--- src/rtl/spi_pkg.sv ---
`default_nettype none
// ============================================================================
// Module   : spi_pkg
// Purpose  : Shared state encoding, default timing and width helper for the
//            SPI frame master.
// Revision : 1.0 - initial release
// ============================================================================
package spi_pkg;

    localparam logic [2:0] ST_IDLE  = 3'd0;
    localparam logic [2:0] ST_LEAD  = 3'd1;
    localparam logic [2:0] ST_SHIFT = 3'd2;
    localparam logic [2:0] ST_GAP   = 3'd3;
    localparam logic [2:0] ST_TRAIL = 3'd4;
    localparam logic [2:0] ST_DONE  = 3'd5;

    typedef enum logic [2:0] {
        IDLE    = ST_IDLE,
        LEAD_S  = ST_LEAD,
        SHIFT   = ST_SHIFT,
        GAP_S   = ST_GAP,
        TRAIL_S = ST_TRAIL,
        DONE_S  = ST_DONE
    } state_t;

    localparam int DEF_WORD_W = 8;
    localparam int DEF_WORDS  = 2;
    localparam int DEF_HALF   = 16;
    localparam int DEF_LEAD   = 5;
    localparam int DEF_GAP    = 5;
    localparam int DEF_TRAIL  = 5;

    // Counter width for n distinct values, never narrower than one bit.
    function automatic int clog2_min1(input int n);
        return (n < 2) ? 1 : $clog2(n);
    endfunction

endpackage
`default_nettype wire

--- src/rtl/spi_clkdiv.sv ---
`default_nettype none
// ============================================================================
// Module   : spi_clkdiv
// Purpose  : Half-period counter; strobes at the end of the low half (rise)
//            and the end of the high half (fall). Cleared while disabled.
// Revision : 1.0 - initial release
// ============================================================================
module spi_clkdiv
    import spi_pkg::*;
#(
    parameter int HALF = DEF_HALF
) (
    input  logic clk,
    input  logic rst_n,
    input  logic i_en,
    output logic o_rise,
    output logic o_fall
);

    localparam int              CW     = clog2_min1(HALF);
    localparam logic [CW-1:0]   c_last = CW'(HALF - 1);

    logic [CW-1:0] r_cnt;
    logic          r_phase;
    logic          w_end;

    assign w_end  = i_en && (r_cnt == c_last);
    assign o_rise = w_end && !r_phase;
    assign o_fall = w_end &&  r_phase;

    always_ff @(posedge clk or negedge rst_n) begin
        if (!rst_n) begin
            r_cnt   <= '0;
            r_phase <= 1'b0;
        end else if (!i_en) begin
            r_cnt   <= '0;
            r_phase <= 1'b0;
        end else if (w_end) begin
            r_cnt   <= '0;
            r_phase <= !r_phase;
        end else begin
            r_cnt   <= r_cnt + 1'b1;
        end
    end

endmodule
`default_nettype wire

--- src/rtl/spi_frame_master.sv ---
`default_nettype none
// ============================================================================
// Module   : spi_frame_master
// Purpose  : Parametrised SPI master shifting WORDS x WORD_W bit frames, MSB
//            first. Optional abort input when SPI_ABORT_EN is defined.
// Revision : 1.0 - initial release
// ============================================================================
module spi_frame_master
    import spi_pkg::*;
#(
    parameter int WORD_W = DEF_WORD_W,
    parameter int WORDS  = DEF_WORDS,
    parameter int HALF   = DEF_HALF,
    parameter int LEAD   = DEF_LEAD,
    parameter int GAP    = DEF_GAP,
    parameter int TRAIL  = DEF_TRAIL
) (
    input  logic                    clk,
    input  logic                    rst_n,
    input  logic                    start,
    input  logic [WORD_W*WORDS-1:0] tx_frame,
`ifdef SPI_ABORT_EN
    input  logic                    abort,
`endif
    input  logic                    miso,
    output logic [WORD_W*WORDS-1:0] rx_frame,
    output logic                    busy,
    output logic                    done,
    output logic                    sclk,
    output logic                    ss,
    output logic                    mosi
);

    localparam int FW   = WORD_W * WORDS;
    localparam int BW   = clog2_min1(WORD_W + 1);
    localparam int WW   = clog2_min1(WORDS + 1);
    localparam int TMAX = (LEAD > GAP) ? ((LEAD > TRAIL) ? LEAD : TRAIL)
                                       : ((GAP > TRAIL) ? GAP : TRAIL);
    localparam int TW   = clog2_min1(TMAX + 1);

    localparam logic [BW-1:0] c_bit_last   = BW'(WORD_W - 1);
    localparam logic [WW-1:0] c_word_last  = WW'(WORDS - 1);
    localparam logic [TW-1:0] c_lead_last  = TW'(LEAD - 1);
    localparam logic [TW-1:0] c_gap_last   = TW'((GAP > 0) ? GAP - 1 : 0);
    localparam logic [TW-1:0] c_trail_last = TW'(TRAIL - 1);

    state_t        r_state;
    logic [FW-1:0] r_tx;
    logic [FW-1:0] r_rx;
    logic [BW-1:0] r_bit;
    logic [WW-1:0] r_word;
    logic [TW-1:0] r_tcnt;
    logic          w_rise;
    logic          w_fall;
    logic          w_abort;
    logic          w_div_en;

`ifdef SPI_ABORT_EN
    assign w_abort = abort;
`else
    assign w_abort = 1'b0;
`endif

    assign w_div_en = (r_state == SHIFT);

    spi_clkdiv #(
        .HALF   (HALF)
    ) u_clkdiv (
        .clk    (clk),
        .rst_n  (rst_n),
        .i_en   (w_div_en),
        .o_rise (w_rise),
        .o_fall (w_fall)
    );

    always_ff @(posedge clk or negedge rst_n) begin
        if (!rst_n) begin
            r_state  <= IDLE;
            r_tx     <= '0;
            r_rx     <= '0;
            r_bit    <= '0;
            r_word   <= '0;
            r_tcnt   <= '0;
            rx_frame <= '0;
            busy     <= 1'b0;
            done     <= 1'b0;
            sclk     <= 1'b1;
            ss       <= 1'b0;
            mosi     <= 1'b0;
        end else if (w_abort && busy) begin
            r_state <= IDLE;
            r_bit   <= '0;
            r_word  <= '0;
            r_tcnt  <= '0;
            busy    <= 1'b0;
            done    <= 1'b0;
            sclk    <= 1'b1;
            ss      <= 1'b0;
            mosi    <= 1'b0;
        end else begin
            done <= 1'b0;
            case (r_state)
                IDLE: begin
                    if (start && !busy) begin
                        r_tx    <= tx_frame;
                        r_tcnt  <= '0;
                        r_state <= LEAD_S;
                        ss      <= 1'b1;
                        busy    <= 1'b1;
                    end
                end
                LEAD_S: begin
                    if (r_tcnt == c_lead_last) begin
                        r_tcnt  <= '0;
                        r_state <= SHIFT;
                        sclk    <= 1'b0;
                        mosi    <= r_tx[FW-1];
                        r_tx    <= r_tx << 1;
                    end else begin
                        r_tcnt  <= r_tcnt + 1'b1;
                    end
                end
                SHIFT: begin
                    if (w_rise) begin
                        sclk <= 1'b1;
                        r_rx <= (r_rx << 1) | FW'(miso);
                    end else if (w_fall) begin
                        if (r_bit != c_bit_last) begin
                            r_bit <= r_bit + 1'b1;
                            sclk  <= 1'b0;
                            mosi  <= r_tx[FW-1];
                            r_tx  <= r_tx << 1;
                        end else begin
                            r_bit <= '0;
                            if (r_word == c_word_last) begin
                                r_word  <= '0;
                                r_state <= TRAIL_S;
                            end else begin
                                r_word <= r_word + 1'b1;
                                // Without a gap the next word's first fall lands on this edge.
                                if (GAP == 0) begin
                                    sclk <= 1'b0;
                                    mosi <= r_tx[FW-1];
                                    r_tx <= r_tx << 1;
                                end else begin
                                    r_state <= GAP_S;
                                end
                            end
                        end
                    end
                end
                GAP_S: begin
                    if (r_tcnt == c_gap_last) begin
                        r_tcnt  <= '0;
                        r_state <= SHIFT;
                        sclk    <= 1'b0;
                        mosi    <= r_tx[FW-1];
                        r_tx    <= r_tx << 1;
                    end else begin
                        r_tcnt  <= r_tcnt + 1'b1;
                    end
                end
                TRAIL_S: begin
                    if (r_tcnt == c_trail_last) begin
                        r_tcnt   <= '0;
                        r_state  <= DONE_S;
                        ss       <= 1'b0;
                        mosi     <= 1'b0;
                        busy     <= 1'b0;
                        done     <= 1'b1;
                        rx_frame <= r_rx;
                    end else begin
                        r_tcnt   <= r_tcnt + 1'b1;
                    end
                end
                DONE_S: begin
                    r_state <= IDLE;
                end
                default: begin
                    r_state <= IDLE;
                end
            endcase
        end
    end

endmodule
`default_nettype wire
--- config.mk ---
export PLATFORM = sky130hd
export DESIGN_NAME = spi_frame_master
export DESIGN_NICKNAME = d
export VERILOG_FILES = /design/src/rtl/spi_pkg.sv /design/src/rtl/spi_clkdiv.sv /design/src/rtl/spi_frame_master.sv
export SDC_FILE = /design/constraint.sdc
export NUM_CORES = 1
export LEC_CHECK = 0
export ABC_CLOCK_PERIOD_IN_PS = 1800
export CORE_MARGIN = 2
export CORE_UTILIZATION = 30
export DETAILED_ROUTE_END_ITERATION = 8
export PLACE_DENSITY = 0.54
export SYNTH_ARGS = -nofsm -noshare
export SYNTH_HDL_FRONTEND = slang
export SYNTH_SLANG_ARGS = --single-unit
--- constraint.sdc ---
create_clock -name clk -period 1.8 [get_ports clk]
set_clock_uncertainty 0.1 [all_clocks]
set_input_delay 0.27 -clock clk [delete_from_list [all_inputs] [get_ports clk]]
set_output_delay 0.27 -clock clk [all_outputs]
set_load 0.01 [all_outputs]
==> results.sh, run 1 <==
export IMPL_outcome="finished, final reports clean"
export IMPL_vdd_drop_max_mv=0.359
export IMPL_final_hold_viol_count=0
export IMPL_worstHoldStart="r_tx[7]"
export IMPL_yosysTopAreaCellShare=0.544
export IMPL_die_area_um2=11300
export IMPL_dp_cells=422
export IMPL_fmax_mhz=557
export IMPL_leakage_nw=1.94
export IMPL_wl_per_cell_um=13.0
export IMPL_crit_path_start="r_state[0]"
export IMPL_hpwl_mm=3.82
export IMPL_end_kind="flop"
export IMPL_grt_first_pass_wirelength_mm=9.58
export IMPL_port_buffers=40
export IMPL_synthTopCellsByArea="dfrtp_1 54%, mux2_2 19%, mux2_4 4.3%"
export IMPL_hp_class="reg -> reg"
export IMPL_drtIter0Drc=72
export IMPL_setup_ws_ns=0.00390
export IMPL_ys_ff_latch=69
export IMPL_final_nets=327
export IMPL_drt_pass1_iterations=4
export IMPL_die_h_um=106
export IMPL_synth_cell_types=44
export IMPL_swShare=0.227
export IMPL_placed_cell_area_um2=3910
export IMPL_path_max_fanout=17
export IMPL_antenna_cells=0
export IMPL_final_cells=444
export IMPL_power_frac_comb=0.027
export IMPL_layout_common_cells="65 x dfrtp_1, 52 x mux2_2, 38 x clkdlybuf4s50_1, 28 x buf_4, 11 x mux2_4"
export IMPL_antenna_found_initial=0
export IMPL_synthArstFlopShare=1.00
export IMPL_htreeDepth=3
export IMPL_clock_sinks=69
export IMPL_synth_top_cell_by_area="dfrtp_1"
export IMPL_ant_nets=0
export IMPL_die_x_um=106
export IMPL_worst_pin_slew_ns=0.368
export IMPL_core_um2=10200
export IMPL_switchingPower_mw=0.659
export IMPL_ys_seq_area_frac=0.552
export IMPL_timing_rr_start="r_state[0]"
export IMPL_p_seq_frac=0.535
export IMPL_wl_mm=5.77
export IMPL_grt_setup_unrepaired="yes"
export IMPL_cts_buffer_depth=2
export IMPL_clock_power_share=0.438
export IMPL_min_period_ns=1.80
export IMPL_cap_violations=0
export IMPL_grt_usage=0.107
export IMPL_cts_tree="built"
export IMPL_synth_edf_count=0
export IMPL_internal_power_mw=2.24
export IMPL_hold_depth=1
export IMPL_dp_slack_ns=-0.306
export IMPL_fillers=985
export IMPL_setup_viol=0
export IMPL_pin_count=41
export IMPL_cp_data_arrival_time_ns=1.93
export IMPL_syn_avg_cell_area_um2=13.8
export IMPL_yosys_most_used_dff="dfrtp_1"
export IMPL_areaGrowthSynthToFinish_pct=34.2
export IMPL_clkTransAtPathRegs_ns=0.08
export IMPL_synth_nets=251
export IMPL_slew_viol_final=0
export IMPL_reg2reg_depth=4
export IMPL_utilization=0.410
export IMPL_drc=0
export IMPL_cts_buffers=9
export IMPL_netlist_instances=227
export IMPL_fin_crit_sh=0.998
export IMPL_rows=37
export IMPL_path_class="reg -> reg"
export IMPL_cts_root_buf="clkbuf_8"
export IMPL_final_area_um2=4200
export IMPL_vias_per_cell=4.46
export IMPL_drive_gt1_frac=0.432
export IMPL_startpoint_type="flop"
export IMPL_slew_headroom=0.754
export IMPL_syn_area_um2=3130
export IMPL_grt_pass1_vias=2021
export IMPL_grt_max_degree=70
export IMPL_gp_congestion=0.780
export IMPL_setup_tns_ns=0
export IMPL_vias=1981
export IMPL_layout_commonest_cell="dfrtp_1"
export IMPL_powerDensity_nw_per_um2=690
export IMPL_ys_warn_count=0
export IMPL_start_util=0.306
export IMPL_grt_overflow=0
export IMPL_clk_insertion_delay_late_ns=0.35
export IMPL_critical_path_required_ns=1.93
## kinds of logic after synthesis
group | Yosys count | synth area share
simple gates | 43 | 0.0804
flops | 69 | 0.552
compound gates | 22 | 0.0468
buf+inv | 14 | 0.0292
mux | 70 | 0.261
xor+xnor | 5 | 0.0140
fa+ha+maj | 4 | 0.0160
## synthesized netlist by cell type, types with 4 or more instances
cell type / count
a21oi_1: 6
dfrtp_1: 68
ha_1: 4
inv_1: 5
mux2_2: 54
mux2_4: 9
mux2i_1: 4
nand2_1: 10
nor2_1: 8
o21ai_0: 5
xnor2_1: 4
## path summary, 6_finish.rpt
check / to / slack [ns]
setup reg to reg: r_rx[1] / 0.004
min in group asynchronous: rx_frame[3] / 0.40
hold / removal: r_tx[7] / 0.39
hold reg to reg: r_tx[7] / 0.39
setup / recovery: r_rx[1] / 0.004
max in group asynchronous: sclk / 0.90
## worst max-delay path, cell delays in order (launching register included)
cell     delay, ns
dfrtp_2       0.47
or3b_4        0.43
nor3_4        0.15
buf_12        0.19
mux2_2        0.34
## registers in the layout, indices dropped and copies added (netlist names)
| register | flops |
|---|---|
| r_tx | 16 |
| r_bit | 4 |
| u_clkdiv.r_phase | 1 |
| mosi | 1 |
| r_word | 2 |
| ss | 1 |
| done | 1 |
| r_state | 3 |
| u_clkdiv.r_cnt | 4 |
| r_rx | 16 |
| rx_frame | 16 |
| r_tcnt | 3 |
| sclk | 1 |
## timing repair
| item | in CTS | in global routing |
|---|---|---|
| endpoints found under the hold margin | 68 | 0 |
| resized for setup | 5 | 9 |
| pin swaps | 0 | 0 |
| setup buffers | 0 | 4 |
| hold buffers | 1 | 0 |
| setup endpoints to repair | 28 | 45 |
| gates cloned | 0 | 1 |
## per-layer routing
metal  global-route usage  up-vias  share of wire
li1                     -      967              -
met4               0.0423        0          0.015
met5                    0        -              0
met1                0.138      971           0.47
met3               0.0331       10          0.038
met2                0.169       33           0.47
## stage by stage
| stage | hold slack [ns] | power [mW] |
|---|---|---|
| floorplan | -0.126 | 1.58 |
| global placement | 0.226 | 1.66 |
| detailed placement | 0.226 | 1.66 |
| CTS | 0.384 | 2.97 |
| global route | 0.392 | 3.04 |
| finish | 0.388 | 2.90 |
## area by class of cell
| cell class | instances | area, um^2 | area share |
|---|---|---|---|
| clock inverters | 7 | 73.8 | 0.0176 |
| repair buffers | 73 | 694 | 0.165 |
| flip-flops and latches | 69 | 1730 | 0.412 |
| inverters | 5 | 18.8 | 0.00447 |
| multi-input cells | 145 | 1390 | 0.330 |
| well taps | 136 | 170 | 0.0405 |
| clock buffers | 9 | 124 | 0.0295 |
## power groups by stage
stage                     combinational [mW]  sequential (mW)  clock [mW]
after floorplan                      0.00165             1.58           0
final                                 0.0782             1.55        1.27
after detailed placement              0.0803             1.58           0
after global placement                0.0803             1.58           0
after CTS                             0.0824             1.55        1.34
after global routing                  0.0882             1.55        1.40
(Power assumes the default switching activity.)
==> run 2, diff against run 1 <==
- CORE_UTILIZATION: 30 -> 35
- PLACE_DENSITY: 0.54 -> 0.61
==> results.sh, run 2 (synthesis results as in run 1) <==
export IMPL_grt_pass1_vias=2036
export IMPL_final_nets=328
export IMPL_rows=34
export IMPL_wl_per_cell_um=13.7
export IMPL_cts_buffer_depth=2
export IMPL_r2r_slack_ns=0.0008
export IMPL_cts_buffers=9
export IMPL_slowest_delay_ns=0.45
export IMPL_htreeDepth=3
export IMPL_path_class="reg -> reg"
export IMPL_crit_chain="or3b_4 > nor2_4 > clkbuf_16 > mux2_2"
export IMPL_setup_viol=0
export IMPL_crit_path_start="r_state[1]"
export IMPL_areaGrowthSynthToFinish_pct=37.3
export IMPL_cpMaxStageDelayCell="dfrtp_2"
export IMPL_drtIter0Drc=81
export IMPL_dp_slack_ns=-0.243
export IMPL_leakage_nw=1.99
export IMPL_drc=0
export IMPL_hp_class="in -> async"
export IMPL_clock_sinks=69
export IMPL_drt_pass1_iterations=4
export IMPL_gp_congestion=0.788
export IMPL_die_h_um=98.5
export IMPL_antenna_cells=0
export IMPL_cp_data_arrival_time_ns=1.93
export IMPL_outcome="finished, final reports clean"
export IMPL_path_max_fanout=8
export IMPL_cap_violations=0
export IMPL_clk_insertion_delay_late_ns=0.35
export IMPL_vias=2039
export IMPL_vdd_drop_max_mv=0.380
export IMPL_pin_count=41
export IMPL_vias_per_cell=4.89
export IMPL_cts_tree="built"
export IMPL_setup_tns_ns=0
export IMPL_hpwl_mm=3.77
export IMPL_layout_commonest_cell="dfrtp_1"
export IMPL_start_util=0.360
export IMPL_min_period_ns=1.80
export IMPL_grt_overflow=0
export IMPL_setup_ws_ns=0.000776
export IMPL_timing_rr_end="rx_frame[1]"
export IMPL_slew_viol_final=0
export IMPL_core_um2=8680
export IMPL_startpoint_type="flop"
export IMPL_end_kind="flop"
export IMPL_fin_crit_sh=1.00
export IMPL_top_regs="r_rx: 16 flops, r_tx: 16 flops, rx_frame: 16 flops"
export IMPL_antenna_found_initial=0
export IMPL_fillers=809
export IMPL_timing_rr_start="r_state[1]"
export IMPL_wl_mm=5.71
export IMPL_cts_root_buf="clkbuf_8"
export IMPL_layout_common_cells="67 x dfrtp_1, 42 x mux2_2, 38 x clkdlybuf4s50_1, 28 x buf_4, 21 x mux2_4"
export IMPL_worst_pin_slew_ns=0.376
export IMPL_slew_headroom=0.749
export IMPL_die_x_um=98.5
export IMPL_clkTransAtPathRegs_ns=0.08
export IMPL_die_area_um2=9710
export IMPL_ant_nets=0
export IMPL_reg2reg_depth=4
export IMPL_grt_usage=0.123
export IMPL_port_buffers=40
export IMPL_grt_first_pass_wirelength_mm=9.50
export IMPL_grt_setup_unrepaired="yes"
export IMPL_crit_end="rx_frame[1]"
export IMPL_fmax_mhz=556
export IMPL_grt_max_degree=70
export IMPL_powerDensity_nw_per_um2=737
export IMPL_critical_path_required_ns=1.93
export IMPL_drive_gt1_frac=0.437
export IMPL_final_hold_viol_count=0
-- run 2: changes by cell type in the layout (fill, tap and decap cells not counted), moves of 2 or more --
cell,before,now
bufinv_16,1,3
clkinv_2,2,0
dfrtp_1,65,67
dfrtp_2,3,1
mux2_2,52,42
mux2_4,11,21
-- run 2: metal layers --
metal  wire (um)  part of all wire  global-route usage
met1        2590              0.45               0.156
met2        2780              0.49               0.194
met3         245             0.043              0.0418
met4          93             0.016              0.0548
met5           0                 0                   0
-- run 2: through the flow --
stage / utilization / hold slack [ns] / total power [mW] / instances / cell area, um^2
2_1_floorplan: - / -0.126 / 1.58 / 227 / 3160
3_3_place_gp: 0.447 / 0.220 / 1.66 / 395 / 3880
3_5_place_dp: 0.447 / 0.221 / 1.66 / 395 / 3880
4_1_cts: 0.479 / 0.372 / 3.22 / 413 / 4160
5_1_grt: 0.495 / 0.399 / 3.30 / 417 / 4300
6_report: 0.495 / 0.344 / 3.17 / 417 / 4300
-- run 2: timing repair --
item,CTS,global route
cloned,0,1
setup endpoints to repair,41,47
resized for setup,5,21
setup buffers,1,3
pin swaps,1,1
hold buffers,1,0
endpoints found under the hold margin,68,0
-- run 2: how the worst min path moves through the flow --
stage	end
after floorplan	done
after global placement	ss
after detailed placement	ss
after CTS	u_clkdiv.r_cnt[3]
after global routing	r_tx[0]
final	ss
-- run 2: worst max-delay path, delay by kind of cell, from the launching register on --
family	cells	cell delay, ns
muxes	1	0.32
DFF	1	0.45
buffers and inverters	1	0.19
and+or+nand+nor	2	0.62
-- run 2: layout make-up --
cell class,instances,area [um^2],area share
flip-flops and latches,69,1730,0.403
inverters,5,18.8,0.00437
repair buffers,75,739,0.172
multi-input cells,144,1430,0.332
clock inverters,7,123,0.0285
well taps,108,135,0.0315
clock buffers,9,124,0.0288
-- run 2: power by group --
group,internal (mW),leakage [nW],switching (mW)
combinational,0.0419,0.941,0.0353
sequential,1.55,0.928,0.000732
clock,0.927,0.116,0.612
total,2.52,1.99,0.648
